**src/rtl/clk_div_if.sv**
```systemverilog
// Control/status bundle for the reference-clock divider: enable and ratio in,
// divided clock and active ratio out.
interface clk_div_if #(
  parameter int RATIO_WIDTH = 8
);
  logic                   i_clk_en;
  logic [RATIO_WIDTH-1:0] i_div_ratio;
  logic                   o_div_clk;
  logic [RATIO_WIDTH-1:0] o_ratio_active;

  modport master (
    output i_clk_en, i_div_ratio,
    input  o_div_clk, o_ratio_active
  );

  modport slave (
    input  i_clk_en, i_div_ratio,
    output o_div_clk, o_ratio_active
  );
endinterface

```
**src/rtl/clk_div.sv**
```systemverilog
// Runtime-programmable integer clock divider with bypass; the ratio is taken
// into a shadow register only at period boundaries, restarts or while bypassed.
module clk_div #(
  parameter int RATIO_WIDTH = 8
) (
  input  logic CLK,
  input  logic RST,
  clk_div_if.slave bus
);
  localparam int CW = RATIO_WIDTH - 1;

  logic [CW-1:0]          counter, counter_nxt;
  logic                   div_reg, div_nxt;
  logic [RATIO_WIDTH-1:0] shadow_ratio, shadow_nxt;
  logic                   load_pending;
  logic                   en_d;

  logic          bypass, restart, phase_done, period_end, load;
  logic [CW-1:0] low_last, high_last, phase_last;

  assign bypass = !bus.i_clk_en || (shadow_ratio < RATIO_WIDTH'(2));

  // Last counter value of each phase: ceil(N/2)-1 low, floor(N/2)-1 high.
  // Modulo-2^CW arithmetic keeps N=255 correct (127+1-1 wraps back to 127).
  assign low_last   = shadow_ratio[RATIO_WIDTH-1:1] + CW'(shadow_ratio[0]) - CW'(1);
  assign high_last  = shadow_ratio[RATIO_WIDTH-1:1] - CW'(1);
  assign phase_last = div_reg ? high_last : low_last;

  assign phase_done = (counter == phase_last);
  assign period_end = !bypass && div_reg && phase_done;
  assign restart    = load_pending || (!en_d && bus.i_clk_en);
  assign load       = restart || period_end || bypass;

  // NOTE: every always_comb output gets a default first, so no latch is inferred.
  always_comb begin
    counter_nxt = counter;
    div_nxt     = div_reg;
    shadow_nxt  = load ? bus.i_div_ratio : shadow_ratio;
    if (bypass || restart) begin
      counter_nxt = '0;
      div_nxt     = 1'b0;
    end else if (phase_done) begin
      counter_nxt = '0;
      div_nxt     = !div_reg;
    end else begin
      counter_nxt = counter + CW'(1);
    end
  end

  // NOTE: sequential state uses non-blocking assignments so all registers
  // update from the same pre-edge values.
  always_ff @(posedge CLK or negedge RST) begin
    if (!RST) begin
      counter      <= '0;
      div_reg      <= 1'b0;
      shadow_ratio <= '0;
      load_pending <= 1'b1;
      en_d         <= 1'b0;
    end else begin
      counter      <= counter_nxt;
      div_reg      <= div_nxt;
      shadow_ratio <= shadow_nxt;
      load_pending <= 1'b0;
      en_d         <= bus.i_clk_en;
    end
  end

  // Combinational mux: in bypass the reference clock passes straight through.
  assign bus.o_div_clk      = bypass ? CLK : div_reg;
  assign bus.o_ratio_active = shadow_ratio;
endmodule

```
**src/flat_wrapper.sv**
```systemverilog
// flat-port wrapper written by rule: the top's interface ports become plain ports
module clk_div_flat 
#(
  parameter int RATIO_WIDTH = 8
)
  (CLK, RST, bus_i_clk_en, bus_i_div_ratio, bus_o_div_clk, bus_o_ratio_active);
  clk_div_if #(.RATIO_WIDTH(RATIO_WIDTH)) bus_i ();
  input  logic CLK;
  input  logic RST;
  input wire logic [$bits(bus_i.i_clk_en)-1:0] bus_i_clk_en;
  input wire logic [$bits(bus_i.i_div_ratio)-1:0] bus_i_div_ratio;
  output wire logic [$bits(bus_i.o_div_clk)-1:0] bus_o_div_clk;
  output wire logic [$bits(bus_i.o_ratio_active)-1:0] bus_o_ratio_active;
  assign bus_i.i_clk_en = bus_i_clk_en;
  assign bus_i.i_div_ratio = bus_i_div_ratio;
  assign bus_o_div_clk = bus_i.o_div_clk;
  assign bus_o_ratio_active = bus_i.o_ratio_active;
  clk_div #(.RATIO_WIDTH(RATIO_WIDTH)) u_core (.CLK(CLK), .RST(RST), .bus(bus_i));
endmodule
```
**config.mk**
```make
export PLATFORM = sky130hd
export DESIGN_NAME = clk_div_flat
export DESIGN_NICKNAME = d
export VERILOG_FILES = /design/src/rtl/clk_div_if.sv /design/src/rtl/clk_div.sv /design/src/flat_wrapper.sv
export SDC_FILE = /design/constraint.sdc
export NUM_CORES = 1
export LEC_CHECK = 0
export ABC_AREA = 1
export CORE_AREA = 2 2 76 71
export DETAILED_ROUTE_END_ITERATION = 16
export DIE_AREA = 0 0 78 73
export GPL_TIMING_DRIVEN = 0
export HOLD_SLACK_MARGIN = 0.02
export PLACE_DENSITY = 0.41
export RECOVER_POWER = 100
export SLEW_MARGIN = 20
export SYNTH_ARGS = -nofsm -noshare
export SYNTH_HDL_FRONTEND = slang
export SYNTH_SLANG_ARGS = --single-unit
```
**constraint.sdc**
```tcl
create_clock -name CLK -period 1.9 [get_ports CLK]
set_input_delay 0.285 -clock CLK [delete_from_list [all_inputs] [get_ports CLK]]
set_output_delay 0.285 -clock CLK [all_outputs]
set_load 0.1 [all_outputs]
```
==> metrics.txt, run 1 <==
post-synthesis cell area=1194 sq um; Initial Util=23.85%; Hold Violations, Final=0; GRT overflow=0; Mapped Avg Cell Area=7.191 sq um; min cycle time layout=1.964 ns; unrepaired setup endpoints after global routing=yes; vias in the first global route=1113; fmax=509.2 MHz; Distinct cells, synth=24; CP arrival=1.68 ns; count of antenna-violating nets left after detailed routing=0; violated checks=negative setup slack; clock power share=47.1%; flops & latches, synth=18; IO Count=20; Reg power frac=31.0%; Post-Layout Inst Area=1740 sq um; R2R cell count=14; sw frac=36.90%; outcome=complete, but fails checks; GRT Util Overall=12.41%; DP Wirelength=2239 um; Switch Pwr=0.0005124 W; area grow syn2layout=45.81%; startpoint types=flop; Cells after DPL=252; crit-path leading delay family=flip-flops; antenna violations before repair=0; Synth top area share=35.64%; Row Count=25; critical path endpoint category=output pin; pin count of the biggest net entering global routing=19; Slowest-stage cell, CP=dfrtp_4; routed length per instance=11.62 um; kind of critical path=flop to output pin; Power Density=797.7 nW/um^2; Crit path depth=6; post-synthesis sequential area ratio=37.84%; final-report max-slew violation count=0; clk_skew=0.006979 ns; die width=78 um; Placed Instance Area=1534 sq um; Vias/cell=4.135; Largest stage delay, worst path=0.50 ns; DRC Markers=0; measured slew at the worst slew-check pin=0.8229 ns; clock slew at reported path FFs=0.08 ns; Hold-fix buffers, CTS=0; DR vias=1100; final wirelength=3092 um; Comb power frac=21.9%; fin cells=266; max_cap viols=0; Pre-Repair DR Iteration Count=4; Slew headroom=44.96%; CP max FO=4; Layout Utilization=34.78%; Tcrit/Tclk final=103.4%; crit-path most repeated cell=o21ai_4; LEAKAGE=0.7933 nW; Pint=0.0008761 W; layout cells sized above 1=36.18%; die height=73 um; worst hold path depth=3; crit-path cells=nor2_4 > nand3_1 > o21ai_4 > buf_4 > o21ai_4 > buf_12; full die area=5694 sq um; ANT cells=0; WP data required=1.62 ns; global-route wire length before repair=5175 um; post-synthesis net count=181; Synth area leaders=dfrtp_1, nand2_1, nand3_1; Setup Viol. Count Final=12; fill cell count=542; Skew-Pair Late Insertion Delay=0.36 ns; nets=215; DRT iter0 DRCs=29; warnings from Yosys=0; IO Port Bufs=19; Worst Path Buf+Inv=2; max reg flops=8; GP Congestion=0.7444; CTS tree=done; Hold/Removal Path Class=input port to flop; CORE AREA=5005 sq um; Synth area leader=dfrtp_1; Post-Synthesis Cells=166; Peak VDD IR=0.0004807 V; worst setup margin=-0.06373 ns
-- cell usage in the layout (no fill, tap or decap), drive strengths merged --
master         netlist  final
dfrtp               17     17
xnor2                1      1
dfstp                1      1
nand2               69     70
dlygate4sd3          0      2
nor2                16     16
clkdlybuf4s15        0      4
inv                 24     24
nor3b                1      1
xor2                 1      1
clkbuf               0     11
conb                 1      1
clkdlybuf4s50        0      8
ha                   4      4
buf                  2      8
a21oi                2      2
o21ai                2      2
nand3               25     26
-- path summary, 6_finish.rpt --
kind / slack (ns) / from / end
max: -0.06 / u_core.bus.o_ratio_active[2]$_DFFE_PN0P_ / bus_o_div_clk
min: 0.44 / bus_i_div_ratio[5] / u_core.bus.o_ratio_active[5]$_DFFE_PN0P_
min reg2reg: 0.54 / u_core.counter[0]$_DFF_PN0_ / u_core.counter[0]$_DFF_PN0_
max in group asynchronous: 0.84 / RST / u_core.bus.o_ratio_active[0]$_DFFE_PN0P_
max reg2reg: -0.04 / u_core.bus.o_ratio_active[1]$_DFFE_PN0P_ / u_core.div_reg$_DFFE_PN0P_
min in group asynchronous: 0.46 / RST / u_core.counter[5]$_DFF_PN0_
-- final cells by class --
cell class	instances	area (sq um)	share of cell area, %
tap	67	83.83	4.817
multi-input combinational	124	747.0	42.92
sequential	18	474.2	27.25
timing repair buffer	23	202.7	11.65
clock buffer	8	116.4	6.686
buffer	2	18.77	1.078
inverter	24	97.59	5.607
-- Yosys cell counts (all sizes together) --
cell and instances:
inv 24, ha 4, dfstp 1, xnor2 1
conb 1, o21ai 2, nor3b 1, nand3 25
a21oi 2, xor2 1, dfrtp 17, nor2 16
buf 2, nand2 69
-- cell families after synthesis --
| family | synth area share (%) |
|---|---|
| compound gates | 1.991 |
| xor+xnor | 1.468 |
| fa+ha+maj | 4.193 |
| simple gates | 44.86 |
| other cells | 0.3142 |
| flops | 37.84 |
| buf+inv | 9.330 |
-- tightest hold or removal path, stage by stage --
cell and delay [ns]:
clkdlybuf4s50_1 0.39, nand2_1 0.06, nand2_1 0.04
-- per-stage QoR --
step | setup WS [ns] | TNS [ns] | hold slack [ns] | total power, W
after floorplan | -0.04244 | -0.3585 | -0.01059 | 0.0007586
after global placement | -0.8097 | -1.246 | 0.5236 | 0.0008619
after detailed placement | -0.8061 | -1.483 | 0.5319 | 0.0008643
after CTS | -0.08082 | -0.9677 | 0.4259 | 0.001404
after global routing | -0.1776 | -2.351 | 0.4452 | 0.001464
final | -0.06373 | -0.2823 | 0.4391 | 0.001388
-- layer usage --
metal	wire length (um)	vias up	GRT usage, %
li1	-	580	-
met1	1463	500	13.94
met2	1479	14	20.59
met3	77	6	3.094
met4	71	0	9.162
met5	0	-	0
-- power by group through the flow --
stage / logic [W] / registers, W / clock network (W)
floorplan: 0.000118 / 0.000527 / 0.000114
global placement: 0.000292 / 0.000436 / 0.000134
detailed placement: 0.000294 / 0.000436 / 0.000134
CTS: 0.000306 / 0.000430 / 0.000668
global route: 0.000332 / 0.000433 / 0.000700
finish: 0.000305 / 0.000430 / 0.000654
-- timing repair --
action,in CTS,in global routing
setup endpoints to repair,21,23
pin swaps,9,8
gates cloned,2,0
endpoints found under the hold margin,0,0
resized for setup,37,12
setup buffers,3,2
Note: power is estimated with default switching activity, not from simulation.
==> run 2, diff against run 1 <==
--- a/config.mk
+++ b/config.mk
@@ -6,9 +6,9 @@
 export NUM_CORES = 1
 export LEC_CHECK = 0
 export ABC_AREA = 1
-export CORE_AREA = 2 2 76 71
+export CORE_AREA = 4 4 78 73
 export DETAILED_ROUTE_END_ITERATION = 16
-export DIE_AREA = 0 0 78 73
+export DIE_AREA = 0 0 82 77
 export GPL_TIMING_DRIVEN = 0
 export HOLD_SLACK_MARGIN = 0.02
 export PLACE_DENSITY = 0.41
==> run 2 against run 1 <==
The flow still finishes with violations (negative setup slack). Register-to-register slack hardly changed. Cell count is 0.38% higher. Worst hold slack better by 0.021 ns. Count of clock-buffer cells in the layout stayed put. Largest power group unchanged. Flip-flop and latch count stayed put. Sequential share of layout area is 0.72 points lower. Global-route usage is 0.92 points lower. Via count is 1.9% higher.
==> metrics.txt, run 2 (synthesis results as in run 1) <==
Skew-Pair Late Insertion Delay=0.35 ns; crit-path cells=clkdlybuf4s15_1; fin cells=267; vias in the first global route=1185; CP max FO=4; Setup Viol. Count Final=13; commonest non-fill, non-tap cells in the layout=nand2_1, nand3_1, inv_1, nand2_2, nor2_1; Hold Violations, Final=0; final setup TNS=-0.1957 ns; WP data required=1.62 ns; commonest non-fill, non-tap cell in the layout=nand2_1; final hold slack=0.4605 ns; Placed Instance Area=1531 sq um; Power Density=780.5 nW/um^2; DRT iter0 DRCs=29; area grow syn2layout=49.79%; pre-CTS setup slack=-0.8291 ns; final wirelength=3065 um; pin count of the biggest net entering global routing=19; CTS tree=done; unrepaired setup endpoints after global routing=yes; Pre-Repair DR Iteration Count=4; min cycle time layout=1.935 ns; Vias/cell=4.199; LEAKAGE=0.8084 nW; critical path endpoint category=output pin; DR vias=1121; crit-path leading delay family=buffers and inverters; Cells after DPL=250; clk_skew=0.005443 ns; Slew headroom=36.48%; die width=82 um; worst setup margin=-0.03521 ns; Initial Util=24.84%; fill cell count=519; routed length per instance=11.48 um; startpoint types=flop; ANT cells=0; fmax=516.7 MHz; antenna violations before repair=0; Post-Layout Inst Area=1788 sq um; GRT Util Overall=11.49%; measured slew at the worst slew-check pin=0.9565 ns; outcome=complete, but fails checks; GRT overflow=0; global-route wire length before repair=5382 um; layout cells sized above 1=37.13%; violated checks=negative setup slack; Hold/Removal Path Class=input port to flop; nets=218; clock slew at reported path FFs=0.07 ns; CP arrival=1.65 ns; CORE AREA=4805 sq um; Hold-fix buffers, CTS=0; Largest stage delay, worst path=0.84 ns; DP Wirelength=2300 um; Tcrit/Tclk final=101.9%; IO Count=20; max reg flops=8; kind of critical path=flop to output pin; DRC Markers=0; R2R Setup Slk=-0.03 ns; final-report max-slew violation count=0; IO Port Bufs=19; die height=77 um; Peak VDD IR=0.0004631 V; Slowest-stage cell, CP=clkdlybuf4s15_1; Worst Path Buf+Inv=1; GP Congestion=0.7516; count of antenna-violating nets left after detailed routing=0; Row Count=24; max_cap viols=0; full die area=6314 sq um
## run 2: layout make-up
cell class,count,area [sq um],share of cell area (%)
flip-flops and latches,18,474.2,26.52
clock buffers,8,116.4,6.508
multi-input cells,124,754.5,42.20
well taps,65,81.33,4.549
repair buffers,26,245.2,13.72
plain buffers,2,18.77,1.050
inverters,24,97.59,5.458
## run 2: report_power, final
group / internal (W) / switching (W) / total, W
clock network: 0.000378 / 0.000265 / 0.000643
registers: 0.000407 / 0.0000256 / 0.000432
logic: 0.000106 / 0.000214 / 0.000320
total: 0.000891 / 0.000505 / 0.00140
## run 2: final timing paths
check,from,to,depth (start not counted)
max,u_core.bus.o_ratio_active[1]$_DFFE_PN0P_,bus_o_ratio_active[1],1
min,bus_i_div_ratio[1],u_core.bus.o_ratio_active[1]$_DFFE_PN0P_,3
max reg2reg,u_core.bus.o_ratio_active[1]$_DFFE_PN0P_,u_core.bus.o_ratio_active[4]$_DFFE_PN0P_,15
min reg2reg,u_core.counter[0]$_DFF_PN0_,u_core.counter[0]$_DFF_PN0_,1
max in group asynchronous,RST,u_core.bus.o_ratio_active[5]$_DFFE_PN0P_,1
min in group asynchronous,RST,u_core.bus.o_ratio_active[2]$_DFFE_PN0P_,1
## run 2: per-layer routing
layer / up-vias / routed length (um) / global-route usage, %
met1: 514 / 1401 / 13.51
met4: 0 / 43 / 6.478
met2: 16 / 1548 / 18.34
met3: 4 / 71 / 3.279
li1: 587 / - / -
met5: - / 0 / 0
## run 2: what timing repair did
action | in CTS | in global routing
setup buffers | 4 | 4
pin swaps | 4 | 11
resized for setup | 39 | 12
setup endpoints to repair | 21 | 21
gates cloned | 1 | 1
## run 2: metrics by stage
step                total power [W]  util [%]
floorplan                 0.0007586         -
CTS                        0.001398     35.81
global route               0.001474     37.21
finish                     0.001395     37.21
global placement          0.0008613     31.87
detailed placement        0.0008665     31.87
==> run 3, diff against run 2 <==
--- a/config.mk
+++ b/config.mk
@@ -6,12 +6,12 @@
 export NUM_CORES = 1
 export LEC_CHECK = 0
 export ABC_AREA = 1
-export CORE_AREA = 4 4 78 73
+export CORE_AREA = 4 4 56 53
 export DETAILED_ROUTE_END_ITERATION = 16
-export DIE_AREA = 0 0 82 77
+export DIE_AREA = 0 0 60 57
 export GPL_TIMING_DRIVEN = 0
 export HOLD_SLACK_MARGIN = 0.02
-export PLACE_DENSITY = 0.41
+export PLACE_DENSITY = 0.74
 export RECOVER_POWER = 100
 export SLEW_MARGIN = 20
 export SYNTH_ARGS = -nofsm -noshare
==> constraint.sdc (replaced) <==
create_clock -name CLK -period 2 [get_ports CLK]
set_input_delay 0.3 -clock CLK [delete_from_list [all_inputs] [get_ports CLK]]
set_output_delay 0.3 -clock CLK [all_outputs]
set_load 0.1 [all_outputs]
==> run 3 against run 2 <==
The run still ends with negative setup slack left. Sequential power decreased by 6.3%. First-iteration DRC count increased by 45%. Final area decreased by 2.2%. Worst hold slack got worse by 0.038 ns. Total power decreased by 13%. Global-route usage increased by 7.6 points. Clock skew increased by 0.0026 ns. Cell count decreased by 13%. Combinational power increased by 2%. Flip-flop and latch count unchanged. Sequential share of layout area increased by 0.18 points. Largest power group unchanged.
==> metrics.txt, run 3 (synthesis results as in run 1) <==
outcome=complete, but fails checks; violated checks=negative setup slack; Skew-Pair Late Insertion Delay=0.41 ns; routed length per instance=14.72 um; clock slew at reported path FFs=0.11 ns; startpoint types=flop; Vias/cell=5.333; fin cells=231; Row Count=17; CP max FO=4; die height=57 um; CTS tree=done; commonest non-fill, non-tap cells in the layout=nand2_1, nand3_1, inv_1, nand2_2, dfrtp_1; global-route wire length before repair=4878 um; ANT cells=0; layout cells sized above 1=39.41%; die width=60 um; final wirelength=3401 um; fmax=492.6 MHz; Peak VDD IR=0.0006513 V; Placed Instance Area=1445 sq um; kind of critical path=flop to output pin; Initial Util=50.11%; WP data required=1.70 ns; Post-Layout Inst Area=1748 sq um; Hold Violations, Final=0; Slew headroom=36.70%; Setup Viol. Count Final=6; Tcrit/Tclk final=101.5%; min cycle time layout=2.030 ns; DRC Markers=0; critical path endpoint category=output pin; DR vias=1232; count of antenna-violating nets left after detailed routing=0; nets=219; GP Congestion=0.8475; DRT iter0 DRCs=42; antenna violations before repair=0; area grow syn2layout=46.44%; worst setup path startpoint=u_core.bus.o_ratio_active[1]$_DFFE_PN0P_; DP Wirelength=2041 um; LEAKAGE=0.8145 nW; measured slew at the worst slew-check pin=0.9532 ns; Pre-Repair DR Iteration Count=4; full die area=3420 sq um; CP arrival=1.73 ns; IO Port Bufs=19; Hold-fix buffers, CTS=0; final hold slack=0.4228 ns; pre-CTS setup slack=-0.6698 ns; final-report max-slew violation count=0; Hold/Removal Path Class=input port to async pin; launching point of the worst reg2reg path=u_core.bus.o_ratio_active[1]$_DFFE_PN0P_; CORE AREA=2382 sq um; Cells after DPL=213; Power Density=692.5 nW/um^2; Layout Utilization=73.37%; GRT overflow=0; vias in the first global route=1140; max_cap viols=0; pin count of the biggest net entering global routing=19; clk_skew=0.008010 ns; worst setup margin=-0.02988 ns; unrepaired setup endpoints after global routing=yes; max reg flops=8; GRT Util Overall=19.05%; IO Count=20; commonest non-fill, non-tap cell in the layout=nand2_1
-- run 3: cell types whose count changed in the layout (fill, tap and decap cells not counted), moves of 2 or more --
cell,before,now
dfrtp_2,3,6
clkbuf_8,7,1
inv_2,6,3
nand2_4,3,5
clkdlybuf4s15_2,5,0
nor2_1,11,7
clkbuf_4,0,6
nor2_2,2,6
nand2_1,51,49
nand3_2,3,5
clkbuf_2,1,4
dfrtp_4,5,2
inv_1,16,19
-- run 3: where the power goes --
| part | total (W) | switching [W] | internal [W] |
|---|---|---|---|
| sequential | 0.000405 | 0.0000215 | 0.000384 |
| combinational | 0.000326 | 0.000218 | 0.000108 |
| clock | 0.000479 | 0.000245 | 0.000234 |
| total | 0.00121 | 0.000485 | 0.000725 |
-- run 3: routing by layer --
layer	up-vias	track usage, %	routed length, um
met3	12	5.656	251
met2	57	30.71	1695
met4	0	8.861	110
met1	577	23.01	1344
met5	-	0	0
li1	586	-	-
-- run 3: metrics by stage --
step                      total power, W   TNS, ns
final                           0.001210  -0.08342
after floorplan                0.0007081         0
after global placement         0.0007979   -0.6347
after detailed placement       0.0008044   -0.6698
after CTS                       0.001142   -0.1617
after global routing            0.001281    -1.748
-- run 3: repair_timing --
item,4_1_cts,5_1_grt
gates cloned,1,1
resized for setup,23,44
pin swaps,1,13
endpoints found under the setup margin,15,27
buffers inserted,0,9
endpoints found under the hold margin,0,0
-- run 3: cell type report --
cell class | count | area [sq um]
tap | 28 | 35.03
sequential | 18 | 466.7
multi-input combinational | 124 | 807.0
fill | 188 | 634.4
buffer | 2 | 18.77
clock buffer | 8 | 78.83
inverter | 24 | 95.09
timing repair buffer | 27 | 246.5
-- run 3: worst max-delay path: stages, from the launching register on --
cell and delay (ns):
dfrtp_4 0.52, inv_4 0.08, nand3_2 0.10, o21ai_4 0.26, nand2_2 0.10, o21ai_4 0.07, buf_12 0.19
-- run 3: worst paths after layout --
kind / to / slack [ns] / cells past startpoint
worst max-delay path: bus_o_div_clk / -0.03 / 6
worst min-delay path: u_core.bus.o_ratio_active[7]$_DFFE_PN0P_ / 0.42 / 1
worst max register to register: u_core.bus.o_ratio_active[3]$_DFFE_PN0P_ / -0.02 / 14
worst min register to register: u_core.bus.o_ratio_active[6]$_DFFE_PN0P_ / 0.57 / 2
max in group asynchronous: u_core.bus.o_ratio_active[1]$_DFFE_PN0P_ / 0.97 / 1
min in group CLK: u_core.bus.o_ratio_active[6]$_DFFE_PN0P_ / 0.42 / 3
